[src/rtl/servo_sweep_ctrl.sv]
`default_nettype none
// +--------------------------------------------------------------------------+
// | Module      : servo_sweep_ctrl                                            |
// | Description : Angle sequencer for the echo-scan servo. Sweeps the angle   |
// |               between MIN_ANGLE and MAX_ANGLE in STEP increments; at each |
// |               point waits SETTLE_MS, issues one measurement request and   |
// |               waits for its completion before stepping.                  |
// |               Optional measurement timeout: define SWEEP_TIMEOUT_EN.      |
// | Revision    : 1.0 - initial release                                       |
// +--------------------------------------------------------------------------+
module servo_sweep_ctrl #(
   parameter int FREQ       = 50_000_000,
   parameter int MIN_ANGLE  = 0,
   parameter int MAX_ANGLE  = 255,
   parameter int STEP       = 5,
   parameter int SETTLE_MS  = 40,
   parameter int TIMEOUT_MS = 30
) (
   input  logic       clk,
   input  logic       rst_n,
   input  logic       enable,
   input  logic       meas_done,
   output logic [7:0] angle,
   output logic       dir,
   output logic       meas_req,
   output logic       sweep_end,
   output logic       meas_timeout
);

   // Cycle counts; the counter is loaded with count-1 so that exactly
   // count cycles are spent in the timed state.
   localparam logic [31:0] c_SETTLE_CYC  = 32'(FREQ / 1000 * SETTLE_MS);
   localparam logic [31:0] c_SETTLE_LOAD = c_SETTLE_CYC - 32'd1;
   localparam logic [31:0] c_TIMEOUT_CYC = 32'(FREQ / 1000 * TIMEOUT_MS);

   // Step arithmetic is carried out in 9 bits so angle+STEP cannot wrap.
   localparam logic [8:0] c_MIN9  = 9'(MIN_ANGLE);
   localparam logic [8:0] c_MAX9  = 9'(MAX_ANGLE);
   localparam logic [8:0] c_STEP9 = 9'(STEP);
   localparam logic [7:0] c_MIN8  = 8'(MIN_ANGLE);
   localparam logic [7:0] c_MAX8  = 8'(MAX_ANGLE);
   localparam logic [7:0] c_STEP8 = 8'(STEP);

   typedef enum logic [1:0] {
      S_IDLE    = 2'd0,
      S_SETTLE  = 2'd1,
      S_MEASURE = 2'd2,
      S_STEP    = 2'd3
   } state_t;

   state_t      r_state;
   state_t      w_next;
   logic [31:0] r_cnt;
   logic [7:0]  r_angle;
   logic        r_dir;
   logic        r_meas_req;
   logic        r_sweep_end;

   logic        w_cnt_zero;
   logic        w_enter_meas;
   logic [8:0]  w_up_sum;
   logic        w_hit_max;
   logic        w_hit_min;

   assign w_cnt_zero   = (r_cnt == 32'd0);
   assign w_enter_meas = (r_state == S_SETTLE) && (w_next == S_MEASURE);
   assign w_up_sum     = {1'b0, r_angle} + c_STEP9;
   assign w_hit_max    = (w_up_sum >= c_MAX9);
   assign w_hit_min    = ({1'b0, r_angle} <= (c_MIN9 + c_STEP9));

   // State register
   always_ff @(posedge clk or negedge rst_n) begin
      if (!rst_n) r_state <= S_IDLE;
      else        r_state <= w_next;
   end

   // Next-state logic; enable is only looked at in IDLE and STEP
   always_comb begin
      w_next = r_state;
      case (r_state)
         S_IDLE:    if (enable) w_next = S_SETTLE;
         S_SETTLE:  if (w_cnt_zero) w_next = S_MEASURE;
         S_MEASURE: begin
            if (meas_done) begin
               w_next = S_STEP;
            end
`ifdef SWEEP_TIMEOUT_EN
            else if (w_cnt_zero) begin
               w_next = S_STEP;
            end
`endif
         end
         S_STEP:    w_next = enable ? S_SETTLE : S_IDLE;
         default:   w_next = S_IDLE;
      endcase
   end

   // Shared down-counter: settle time, and measurement timeout when built
   always_ff @(posedge clk or negedge rst_n) begin
      if (!rst_n) begin
         r_cnt <= 32'd0;
      end else if ((r_state != S_SETTLE) && (w_next == S_SETTLE)) begin
         r_cnt <= c_SETTLE_LOAD;
      end
`ifdef SWEEP_TIMEOUT_EN
      else if (w_enter_meas) begin
         r_cnt <= c_TIMEOUT_CYC - 32'd1;
      end
`endif
      else if (!w_cnt_zero) begin
         r_cnt <= r_cnt - 32'd1;
      end
   end

   // Angle/direction stepping and the single-cycle request/end pulses
   always_ff @(posedge clk or negedge rst_n) begin
      if (!rst_n) begin
         r_angle     <= c_MIN8;
         r_dir       <= 1'b1;
         r_meas_req  <= 1'b0;
         r_sweep_end <= 1'b0;
      end else begin
         r_meas_req  <= w_enter_meas;
         r_sweep_end <= 1'b0;
         if (r_state == S_STEP) begin
            if (r_dir) begin
               if (w_hit_max) begin
                  r_angle     <= c_MAX8;
                  r_dir       <= 1'b0;
                  r_sweep_end <= 1'b1;
               end else begin
                  r_angle <= w_up_sum[7:0];
               end
            end else begin
               if (w_hit_min) begin
                  r_angle     <= c_MIN8;
                  r_dir       <= 1'b1;
                  r_sweep_end <= 1'b1;
               end else begin
                  r_angle <= r_angle - c_STEP8;
               end
            end
         end
      end
   end

`ifdef SWEEP_TIMEOUT_EN
   logic r_meas_timeout;

   // Sticky timeout flag: set on expiry without meas_done, cleared with the next request
   always_ff @(posedge clk or negedge rst_n) begin
      if (!rst_n) begin
         r_meas_timeout <= 1'b0;
      end else if (w_enter_meas) begin
         r_meas_timeout <= 1'b0;
      end else if ((r_state == S_MEASURE) && w_cnt_zero && !meas_done) begin
         r_meas_timeout <= 1'b1;
      end
   end

   assign meas_timeout = r_meas_timeout;
`else
   // Timeout length is meaningless without the timeout logic.
   logic w_unused_cfg;
   assign w_unused_cfg = (c_TIMEOUT_CYC == 32'd0);
   assign meas_timeout = 1'b0;
`endif

   assign angle     = r_angle;
   assign dir       = r_dir;
   assign meas_req  = r_meas_req;
   assign sweep_end = r_sweep_end;

endmodule
`default_nettype wire

[config.mk]
export PLATFORM = sky130hd
export DESIGN_NAME = servo_sweep_ctrl
export DESIGN_NICKNAME = d
export VERILOG_FILES = /design/src/rtl/servo_sweep_ctrl.sv
export SDC_FILE = /design/constraint.sdc
export NUM_CORES = 1
export LEC_CHECK = 0
export ABC_AREA = 0
export BUFFER_PORTS_ARGS = -buffer_cell sky130_fd_sc_hd__buf_4
export CAP_MARGIN = 20
export CORE_MARGIN = 8
export CORE_UTILIZATION = 40
export CTS_BUF_LIST = sky130_fd_sc_hd__clkbuf_8
export DETAILED_ROUTE_END_ITERATION = 10
export GPL_TIMING_DRIVEN = 0
export PLACE_DENSITY = 0.53
export SLEW_MARGIN = 20
export SYNTH_ARGS = -nofsm -noshare
export SYNTH_HDL_FRONTEND = slang
export SYNTH_SLANG_ARGS = --single-unit
[constraint.sdc]
create_clock -name clk -period 2.4 [get_ports clk]
set_input_delay 0.12 -clock clk [delete_from_list [all_inputs] [get_ports clk]]
set_output_delay 0.12 -clock clk [all_outputs]
set_load 0.005 [all_outputs]
* After elaboration in Yosys (flattened, before gate mapping) *
Cells that the tools add are included.

storage, ports and cells
  flip-flop bits (word level) = 45
  input bits = 4
  output and inout bits = 12

cells by class
  add/sub/neg operators = 3
  magnitude comparators = 2
  eq/ne operators = 7
  muxes and demuxes = 16
  reductions and logical operators = 4

operators by type and width
  operator                 count
  $mux W32                 2
  $logic_not A32 Y1        1
  $sub A32 B1 Y32 const B  1
  $mux W8                  3
  $add A8 B3 Y9 const B    1
  $ge A9 B8 Y1 const B     1
  $le A8 B3 Y1 const B     1
  $pmux W2 S4              1
  $sub A8 B3 Y8 const B    1
  $mux W1                  7
  $eq A2 B2 Y1 const B     3
  $mux W2                  3
  $eq A2 B1 Y1 const B     2
  $ne A2 B1 Y1 const B     2
  $logic_and A1 B1 Y1      2
  $logic_not A2 Y1         1

* Logic depth before layout (Yosys ltp) *
Gate-level depths: netlist of run 1.

  word-level depth = 6
  gate-level depth with buffers = 9

* Worst setup path before layout of run 1 *
Ideal clock, no wire load.

  path type = reg-to-reg
  from = register r_cnt[0]
  to = register r_cnt[31]
  setup time = 132 ps
  arrival = 2005 ps
  setup slack = 263 ps
  cell stages (with the launch flop) = 10
  clock period less this slack = 2137 ps
  path through = dfrtp_1 > inv_1 > ha_1 > or4b_1 > nor4_1 > and3_1 > buf_2 > and4bb_2 > xnor2_1 > nor2_1

on the way
  cells in the longest elaborated chain, start to end = 6
  elaborated cells on any way between the ends = 9
  those cells by class = add/sub (1); eq/ne (2); mux (4); reduce/logical (2)

RTL lines
  what                                                     line  text
  start, declared                                          53    logic [31:0] r_cnt;
  start signal, assigned                                   103   r_cnt <= c_SETTLE_LOAD;
  start signal, assigned                                   111   r_cnt <= r_cnt - 32'd1;
  branches (longest 6 deep; another with $sub A32 B1 Y32)  n/a

Several ways; the timed one is not identified. The select of a mux whose other input is x is not followed.
A chain may end at the register's enable or synchronous reset.

* Final worst setup path of run 1 *
  from = register r_cnt[16]
  to = register r_cnt[27]

The elaborated chain is that of the path after synthesis.

==> qor.yml, run 1 <==
min_period_ns: 2.300
skew_ns: 0.01632
endpoint_kind: "register"
ys_types: 53
grt_use_total_pct: 13.35
dp_hpwl_mm: 4.366
worstPathCellList: "or4_4 > nor3_2 > and4_4 > or4b_1 > xor2_1 > nor2_1"
antenna_found_initial: 0
crit_family: "simple AND/OR/NAND/NOR gates"
synth_warnings: 0
clk_transition_reported_paths_ns: 0.09
setup_viol_count_final: 0
drive_gt1_share_pct: 18.79
drv_cap: 0
ys_ff_latch: 45
status: "complete, no violations"
grt_pass1_vias: 2125
synth_enable_flop_cells: 0
grt_max_degree: 46
ys_async_sr_fraction_pct: 100.0
vdd_drop_max_uv: 339.6
drt_iter0_drc: 109
crit_fanout: 6
cts_made_buffers: 5
post-route-period-util_pct: 95.83
routedWlPerCell_um: 15.44
total_power_uw: 1701
fin_area_mm2: 0.003126
clock-sinks: 45
wirelength_mm: 6.332
syn_area_per_cell_um2: 8.738
critPathMaxStageDelay_ns: 0.58
htreeDepth: 2
cts_tree: "done"
clock_power_share_pct: 32.8
clockBufferDepth: 2
worst-setup-path-type: "register to register"
slew_headroom_pct: 61.14
leakagePower_uw: 0.001236
core_area_mm2: 0.006644
die_area_mm2: 0.009582
p_per_area_mw_per_mm2: 544.1
io_pins: 16
clkLatencyLatePin_ns: 0.30
drc: 0
intPower_uw: 1241
area_growth_pct: 16.51
layout_commonest_cell: "dfrtp_1"
die_x_um: 97.89
drv_slew: 0
netlist_area_mm2: 0.002683
ys_seq_area_share_pct: 42.02
grt_pass1_wl_mm: 10.61
gr-total-overflow: 0
hold_class: "primary input to register"
synthesis.nets: 316
clock-root-buffer: "clkbuf_8"
antenna_left: 0
portBuffers: 14
arrival_ns: 2.47
tightest_slew_ns: 0.5830
max_clock_freq_ghz: 0.4348
cp_slowest_cell: "or4_4"
route.vias.total: 2298
antennaDiodeCount: 0
crit_required_ns: 2.57
start_util_pct: 40.38
place_area_mm2: 0.002888
synthCells: 307
drt_pass1_iterations: 4
switching_share_pct: 27.03
hold_violations: 0
worst-path-buf-inv: 0
synth-main-ff-cell: "dfrtp_1"
p_sw_uw: 459.7
p_comb_share_pct: 14.3
start_kind: "register"
num_rows: 30
vias_per_cell: 5.605
seq_power_share_pct: 52.8
place_congestion: 0.8349
layout.cells.most_common_list: "dfrtp_1, nor2_1, nand2_1, a21oi_1, buf_4"
fp.dieH_um: 97.89
nets: 339
[per-stage QoR]
stage / worst slack, ns / hold WS [ns] / TNS (ns) / cells / util, %
4_1_cts: 0.009702 / 0.1191 / 0 / 409 / 45.25
2_1_floorplan: 0.2627 / -0.1756 / 0 / 307 / -
3_5_place_dp: 0.003504 / 0.1664 / 0 / 401 / 43.47
6_report: 0.1002 / 0.1271 / 0 / 410 / 47.04
3_3_place_gp: -0.01388 / 0.1708 / -0.01917 / 401 / 43.47
5_1_grt: -0.03368 / 0.1357 / -0.05296 / 410 / 47.04
[cells in the mapped netlist, drive strengths merged, types with 2 or more instances]
| master | instances | area [µm²] |
|---|---|---|
| and2 | 2 | 12.51 |
| nand2b | 6 | 37.54 |
| ha | 5 | 62.56 |
| nor2b | 4 | 25.02 |
| and3 | 5 | 31.28 |
| o31ai | 3 | 22.52 |
| nand2 | 24 | 90.09 |
| o41ai | 2 | 17.52 |
| or4 | 4 | 33.78 |
| o21ai | 23 | 115.1 |
| nand3 | 7 | 35.03 |
| nor3b | 3 | 22.52 |
| inv | 8 | 30.03 |
| xor2 | 12 | 105.1 |
| nor3 | 11 | 65.06 |
| a31oi | 6 | 37.54 |
| dfrtp | 44 | 1101 |
| nand4 | 5 | 31.28 |
| mux2i | 3 | 30.03 |
| or3 | 7 | 43.79 |
| or4b | 2 | 20.02 |
| or2 | 4 | 25.02 |
| buf | 4 | 22.52 |
| xnor2 | 10 | 87.58 |
| o211ai | 6 | 45.04 |
| clkbuf | 12 | 45.04 |
| a21oi | 24 | 120.1 |
| nor2 | 34 | 130.1 |
| nor4 | 10 | 68.81 |
[cells by family after synthesis]
family | Yosys count | synth area share, %
other | 1 | 0.1398
buffers and inverters | 24 | 3.638
AND/OR/NAND/NOR | 132 | 26.49
multiplexers | 4 | 1.539
flip-flops | 45 | 42.02
adder cells (fa/ha/maj) | 5 | 2.332
AO/OA/AOI/OAI | 74 | 16.65
XOR/XNOR | 22 | 7.183
[final timing paths]
kind,start,endpoint,slack [ns],depth (start not counted)
setup / recovery,r_cnt[16]$_DFFE_PN0P_,r_cnt[27]$_DFFE_PN0P_,0.10,6
min in group asynchronous,rst_n,r_cnt[28]$_DFFE_PN0P_,0.36,2
hold reg to reg,r_cnt[23]$_DFFE_PN0P_,r_cnt[23]$_DFFE_PN0P_,0.54,2
max in group asynchronous,rst_n,angle[0]$_DFFE_PN0P_,1.60,2
hold / removal,meas_done,r_state[0]$_DFF_PN0_,0.13,3
setup reg to reg,r_cnt[16]$_DFFE_PN0P_,r_cnt[27]$_DFFE_PN0P_,0.10,6
[flip-flops by register name (all words and copies together), names as in the netlist]
signal and flops:
r_cnt 32, dir 1, sweep_end 1, r_state 2
angle 8, meas_req 1
[worst min-delay path: stages]
cell and delay [ns]:
buf_4 0.08, mux2i_1 0.05, o21ai_0 0.13
[per-layer routing]
metal	GRT usage [%]	wire [µm]	share of wire, %	vias up
li1	-	-	-	1144
met1	19.79	3288	52	1102
met2	18.97	2712	43	46
met3	2.774	274	4.3	6
met4	3.237	57	0.90	0
met5	0	0	0	-
[what timing repair did]
action                                  CTS  global route
gates resized for setup                   2            26
hold buffers                              1             0
buffers inserted                          0             2
endpoints found under the setup margin    2            30
endpoints found under the hold margin    44             0
pin swaps                                 0             3
[power groups by stage]
stage | registers (µW) | logic (µW) | clock network (µW)
CTS | 893 | 201 | 581
global route | 908 | 283 | 610
global placement | 904 | 197 | 0
finish | 899 | 244 | 558
floorplan | 889 | 149 | 0
detailed placement | 906 | 196 | 0
[layout make-up]
class / count / area (µm²)
multi-input cells: 238 / 1560
flip-flops and latches: 45 / 1131
inverters: 8 / 30.03
repair buffers: 17 / 130.1
fillers: 644 / 3518
well taps: 80 / 100.1
clock buffers: 5 / 68.82
plain buffers: 15 / 70.07
clock inverters: 2 / 35.03
No activity file was read; power rests on OpenSTA's default activity.
==> inputs of run 2 (changes only) <==
SLEW_MARGIN = 30   (was 20)
clock period = 2.55 ns   (was 2.4 ns; I/O delays follow)
==> qor.yml, run 2 (synthesis gave the netlist of run 1 again) <==
status: "complete, no violations"
worst-setup-path-type: "register to register"
ff_latch_area_mm2: 0.001127  # -0.33%
hold_violations: 0  # unchanged
nets: 338  # -0.29%
switching_share_pct: 26.52  # -0.51 points
drt_iter0_drc: 108  # -0.92%
tightest_slew_ns: 0.5730  # -0.009916 ns
p_per_area_mw_per_mm2: 510.6  # -6.2%
portBuffers: 14  # unchanged
vdd_drop_max_uv: 354.3  # +4.3%
post-route-period-util_pct: 92.69  # -3.1 points
start_kind: "register"
skew_ns: 0.01653  # +0.0002121 ns
worst_slack_ns: 0.1865  # +0.08634 ns
antennaDiodeCount: 0  # unchanged
multi_input_area_mm2: 0.001495  # -4.2%
nFillCells: 649  # +0.78%
grtUsageMet2_pct: 18.97  # unchanged
num_rows: 30  # unchanged
seq_power_share_pct: 54.2  # +1.4 points
layout.cells.most_common_list: "dfrtp_1, nor2_1, nand2_1, a21oi_1, buf_4"
grt_use_total_pct: 13.35  # unchanged
max_clock_freq_ghz: 0.4231  # -2.7%
gr-total-overflow: 0  # unchanged
grt_max_degree: 46  # unchanged
grt_pass1_wl_mm: 10.61  # unchanged
drt_pass1_iterations: 4  # unchanged
setup_viol_count_final: 0  # unchanged
die_area_mm2: 0.009582  # unchanged
p_comb_share_pct: 12.0  # -2.3 points
route.vias.total: 2306  # +0.35%
core_area_mm2: 0.006644  # unchanged
pre_cts_slack_ns: 0.1535  # +0.1500 ns
layout_commonest_cell: "dfrtp_1"
io_pins: 16  # unchanged
clk_transition_reported_paths_ns: 0.08  # about the same
clock_power_share_pct: 33.8  # +1.0 points
arrival_ns: 2.53  # +0.06 ns
clkLatencyLatePin_ns: 0.30  # about the same
clockBufferDepth: 2  # unchanged
largest_register_ffs: 32  # unchanged
htreeDepth: 2  # unchanged
drc: 0  # unchanged
hold_class: "primary input to register"
clock-sinks: 45  # unchanged
reg2regPathDepth: 9  # +3
wirelength_mm: 6.222  # -1.7%
routedWlPerCell_um: 15.21  # -1.5%
antenna_found_initial: 0  # unchanged
start_util_pct: 40.38  # unchanged
place_congestion: 0.8349  # unchanged
leakagePower_uw: 0.001230  # -0.47%
p_sw_uw: 411.7  # -10%
crit_fanout: 8  # +2
use_met1_pct: 19.79  # unchanged
area_growth_pct: 13.34
fp.dieH_um: 97.89  # unchanged
vias_per_cell: 5.638  # +0.59%
drv_slew: 0  # unchanged
dp_hpwl_mm: 4.366  # unchanged
post_cts_buffers: 0  # unchanged
grt_setup_unrepaired: "no"
cts_tree: "done"
grt_use_met3_pct: 2.774  # unchanged
die_x_um: 97.89  # unchanged
top_usage_layer: "met1"
crit_required_ns: 2.71  # +0.14 ns
clock-root-buffer: "clkbuf_8"
slew_headroom_pct: 61.80  # +0.66 points
drv_cap: 0  # unchanged
min_period_ns: 2.363  # +0.06366 ns
endpoint_kind: "register"
worstHoldPathCells: 3  # unchanged
cts_made_buffers: 5  # unchanged
top_register: "r_cnt"
antenna_left: 0  # unchanged
drive_gt1_share_pct: 13.37  # -5.4 points
setup-tns-final_ns: 0  # unchanged
grt_pass1_vias: 2123  # -0.094%
intPower_uw: 1141  # -8.1%
-- run 2: cell count changes in the layout (fill, tap and decap cells not counted), moves of 2 or more --
cell      previous run  this run
clkbuf_4             2         0
nand3_2              2         0
nor4_2               4         2
ha_1                 3         5
nor4_1               5         7
dfrtp_1             41        44
nand3_1              5         7
dfrtp_2              3         0
buf_4               17        15
-- run 2: cell type report --
type | instances | share of cell area, %
plain buffers | 16 | 2.263
clock buffers | 5 | 2.263
clock inverters | 2 | 1.152
inverters | 8 | 0.9877
multi-input cells | 238 | 49.18
flip-flops and latches | 45 | 37.08
well taps | 80 | 3.292
repair buffers | 15 | 3.786
-- run 2: power groups by stage --
| stage | clock network (µW) | logic, µW | registers (µW) |
|---|---|---|---|
| 6_report | 524 | 187 | 842 |
| 5_1_grt | 573 | 220 | 852 |
| 4_1_cts | 547 | 188 | 839 |
| 3_5_place_dp | 0 | 185 | 852 |
| 3_3_place_gp | 0 | 186 | 851 |
| 2_1_floorplan | 0 | 141 | 836 |
-- run 2: path summary, 6_finish.rpt --
| check | slack (ns) | from | to |
|---|---|---|---|
| setup / recovery | 0.19 | r_cnt[0]$_DFFE_PN0P_ | r_cnt[31]$_DFFE_PN0P_ |
| hold / removal | 0.13 | meas_done | r_state[0]$_DFF_PN0_ |
| setup reg to reg | 0.19 | r_cnt[0]$_DFFE_PN0P_ | r_cnt[31]$_DFFE_PN0P_ |
| hold reg to reg | 0.54 | r_cnt[27]$_DFFE_PN0P_ | r_cnt[27]$_DFFE_PN0P_ |
| max in group asynchronous | 1.79 | rst_n | angle[6]$_DFFE_PN0P_ |
| min in group asynchronous | 0.36 | rst_n | r_cnt[30]$_DFFE_PN0P_ |
-- run 2: metrics by stage --
step	area, µm²	cells	utilization, %	total power (µW)	hold WS [ns]
2_1_floorplan	2683	307	-	977.0	-0.1681
3_3_place_gp	2888	401	43.47	1036	0.1783
3_5_place_dp	2888	401	43.47	1037	0.1739
4_1_cts	3002	409	45.18	1574	0.1266
5_1_grt	3040	409	45.76	1646	0.1443
6_report	3040	409	45.76	1552	0.1344
-- run 2: metal layers --
metal / part of all wire, % / wire length [µm]
met2: 42 / 2625
met5: 0 / 0
met4: 0.92 / 57
met1: 53 / 3287
met3: 4.1 / 252
-- run 2: critical path: stages, from the launching register on --
cell and delay [ns]:
dfrtp_1 0.40, inv_1 0.10, ha_1 0.24, or4b_4 0.53
nor4_1 0.16, and3_1 0.18, buf_2 0.18, and4bb_2 0.26
xnor2_1 0.13, nor2_1 0.05
-- run 2: repair_timing --
item	CTS	global route
resized for setup	0	8
endpoints found under the hold margin	44	0
hold buffers	1	0
endpoints found under the setup margin	0	14
==> inputs of run 3 (changes only) <==
MAX_ROUTING_LAYER = met4   (was not set)
==> qor.yml, run 3 (synthesis gave the netlist of run 1 again) <==
multi_input_area_mm2: 0.001498  # +0.17%
drt_pass1_iterations: 4  # unchanged
grt_pass1_wl_mm: 11.07  # +4.3%
htreeDepth: 2  # unchanged
timing.rr.end: "r_cnt[12]$_DFFE_PN0P_"
portBuffers: 14  # unchanged
skew_ns: 0.01235  # -0.004185 ns
start_kind: "register"
fin_area_mm2: 0.003020  # -0.66%
top_register: "r_cnt"
clock-sinks: 45  # unchanged
grt_use_total_pct: 14.24  # +0.89 points
io_pins: 16  # unchanged
grt_setup_unrepaired: "no"
place_area_mm2: 0.002888  # unchanged
largest_register_ffs: 32  # unchanged
cp_slowest_cell: "or4_1"
clockBufferDepth: 2  # unchanged
worstPathCellList: "or4_1 > nor3_4 > nand3_1 > clkbuf_1 > o211ai_1 > xor2_1 > nor2_1"
worst-setup-path-type: "register to register"
routedWlPerCell_um: 15.30  # +0.57%
post-route-period-util_pct: 92.45  # -0.23 points
setup_viol_count_final: 0  # unchanged
antenna_found_initial: 0  # unchanged
die_x_um: 97.89  # unchanged
route.vias.total: 2290  # -0.69%
clkLatencyLatePin_ns: 0.30  # about the same
hold_class: "primary input to register"
endpoint_kind: "register"
start_util_pct: 40.38  # unchanged
grt_max_degree: 46  # unchanged
post_cts_buffers: 0  # unchanged
critPathMaxStageDelay_ns: 0.63  # +0.10 ns
nFillCells: 681  # +4.9%
nets: 338  # unchanged
timing.hold.ws_ns: 0.1375  # +0.003135 ns
antennaDiodeCount: 0  # unchanged
fp.dieH_um: 97.89  # unchanged
hold_start: "meas_done"
wirelength_mm: 6.273  # +0.82%
core_area_mm2: 0.006644  # unchanged
ff_latch_area_mm2: 0.001127  # unchanged
setup-tns-final_ns: 0  # unchanged
status: "complete, no violations"
vias_per_cell: 5.585  # -0.94%
num_rows: 30  # unchanged
antenna_left: 0  # unchanged
hold_path_end: "r_state[0]$_DFF_PN0_"
clock-root-buffer: "clkbuf_8"
drv_slew: 0  # unchanged
drv_cap: 0  # unchanged
die_area_mm2: 0.009582  # unchanged
worstHoldPathCells: 3  # unchanged
tightest_slew_ns: 0.5849  # +0.01187 ns
drt_iter0_drc: 162  # +50%
p_per_area_mw_per_mm2: 487.0  # -4.6%
drive_gt1_share_pct: 13.03  # -0.34 points
grt_pass1_vias: 2223  # +4.7%
cts_tree: "done"
crit_fanout: 10  # +2
vdd_drop_max_uv: 384.9  # +8.6%
min_period_ns: 2.358  # -0.005921 ns
slew_headroom_pct: 61.01  # -0.79 points
cts_made_buffers: 5  # unchanged
arrival_ns: 2.53  # about the same
clk_transition_reported_paths_ns: 0.08  # about the same
area_growth_pct: 12.59
crit_required_ns: 2.72  # about the same
layout.cells.most_common_list: "dfrtp_1, nor2_1, nand2_1, a21oi_1, buf_4"
dp_hpwl_mm: 4.372  # +0.14%
hold_violations: 0  # unchanged
regToRegSetupSlack_ns: 0.19  # about the same
max_clock_freq_ghz: 0.4242  # +0.25%
gr-total-overflow: 0  # unchanged
reg2regPathDepth: 7  # -2
crit-reg2reg-launch: "r_cnt[24]$_DFFE_PN0P_"
layout_commonest_cell: "dfrtp_1"
place_congestion: 0.8743  # +4.7%
leakagePower_uw: 0.001224  # -0.47%
drc: 0  # unchanged
-- run 3: through the flow --
stage,power [µW],util (%),std cells,worst slack [ns]
after floorplan,977.0,-,307,0.4127
after global placement,1037,43.47,401,0.1444
after global routing,1559,45.46,410,0.02799
final,1471,45.46,410,0.1925
after CTS,1479,44.86,410,0.1270
after detailed placement,1040,43.47,401,0.1501
-- run 3: critical path, delay by kind of cell (launching register included) --
kind,cells,cell delay [ns]
simple gates,4,1.09
compound gates,1,0.26
buf+inv,1,0.27
flops,1,0.42
xor+xnor,1,0.18
-- run 3: layer usage --
layer	part of all wire, %	GRT usage (%)	vias up	wire length, µm
li1	-	-	1152	-
met1	53	20.24	1102	3299
met2	43	20.02	31	2726
met3	3.1	2.916	5	192
met4	0.88	3.357	0	55
met5	0	-	-	0
-- run 3: area by class of cell --
cell class                      instances  area share [%]
Buffer                                 16           2.237
Clock inverter                          3          0.4557
Inverter                                8          0.9942
Sequential cell                        45           37.32
Multi-Input combinational cell        238           49.59
Clock buffer                            5           2.278
Timing Repair Buffer                   15           3.811
Tap cell                               80           3.314
-- run 3: worst max path at each step --
stage / startpoint / endpoint / slack [ns] / cells past startpoint
after floorplan: r_cnt[0]$_DFFE_PN0P_ / r_cnt[31]$_DFFE_PN0P_ / 0.41 / 9
after global placement: angle[0]$_DFFE_PN0P_ / angle[0]$_DFFE_PN0P_ / 0.14 / 6
after detailed placement: r_cnt[24]$_DFFE_PN0P_ / r_cnt[12]$_DFFE_PN0P_ / 0.15 / 7
after CTS: r_cnt[0]$_DFFE_PN0P_ / r_cnt[31]$_DFFE_PN0P_ / 0.13 / 9
after global routing: r_cnt[0]$_DFFE_PN0P_ / r_cnt[31]$_DFFE_PN0P_ / 0.03 / 9
final: r_cnt[24]$_DFFE_PN0P_ / r_cnt[12]$_DFFE_PN0P_ / 0.19 / 7
-- run 3: timing repair --
action                                  in CTS  in global routing
endpoints found under the setup margin       0                  9
hold endpoints to repair                    44                  0
resized for setup                            0                  7
hold buffers                                 1                  0
-- run 3: power by group --
group          switching, µW  internal, µW
combinational            111          86.0
clock                    245           186
sequential              69.5           773
total                    425          1050
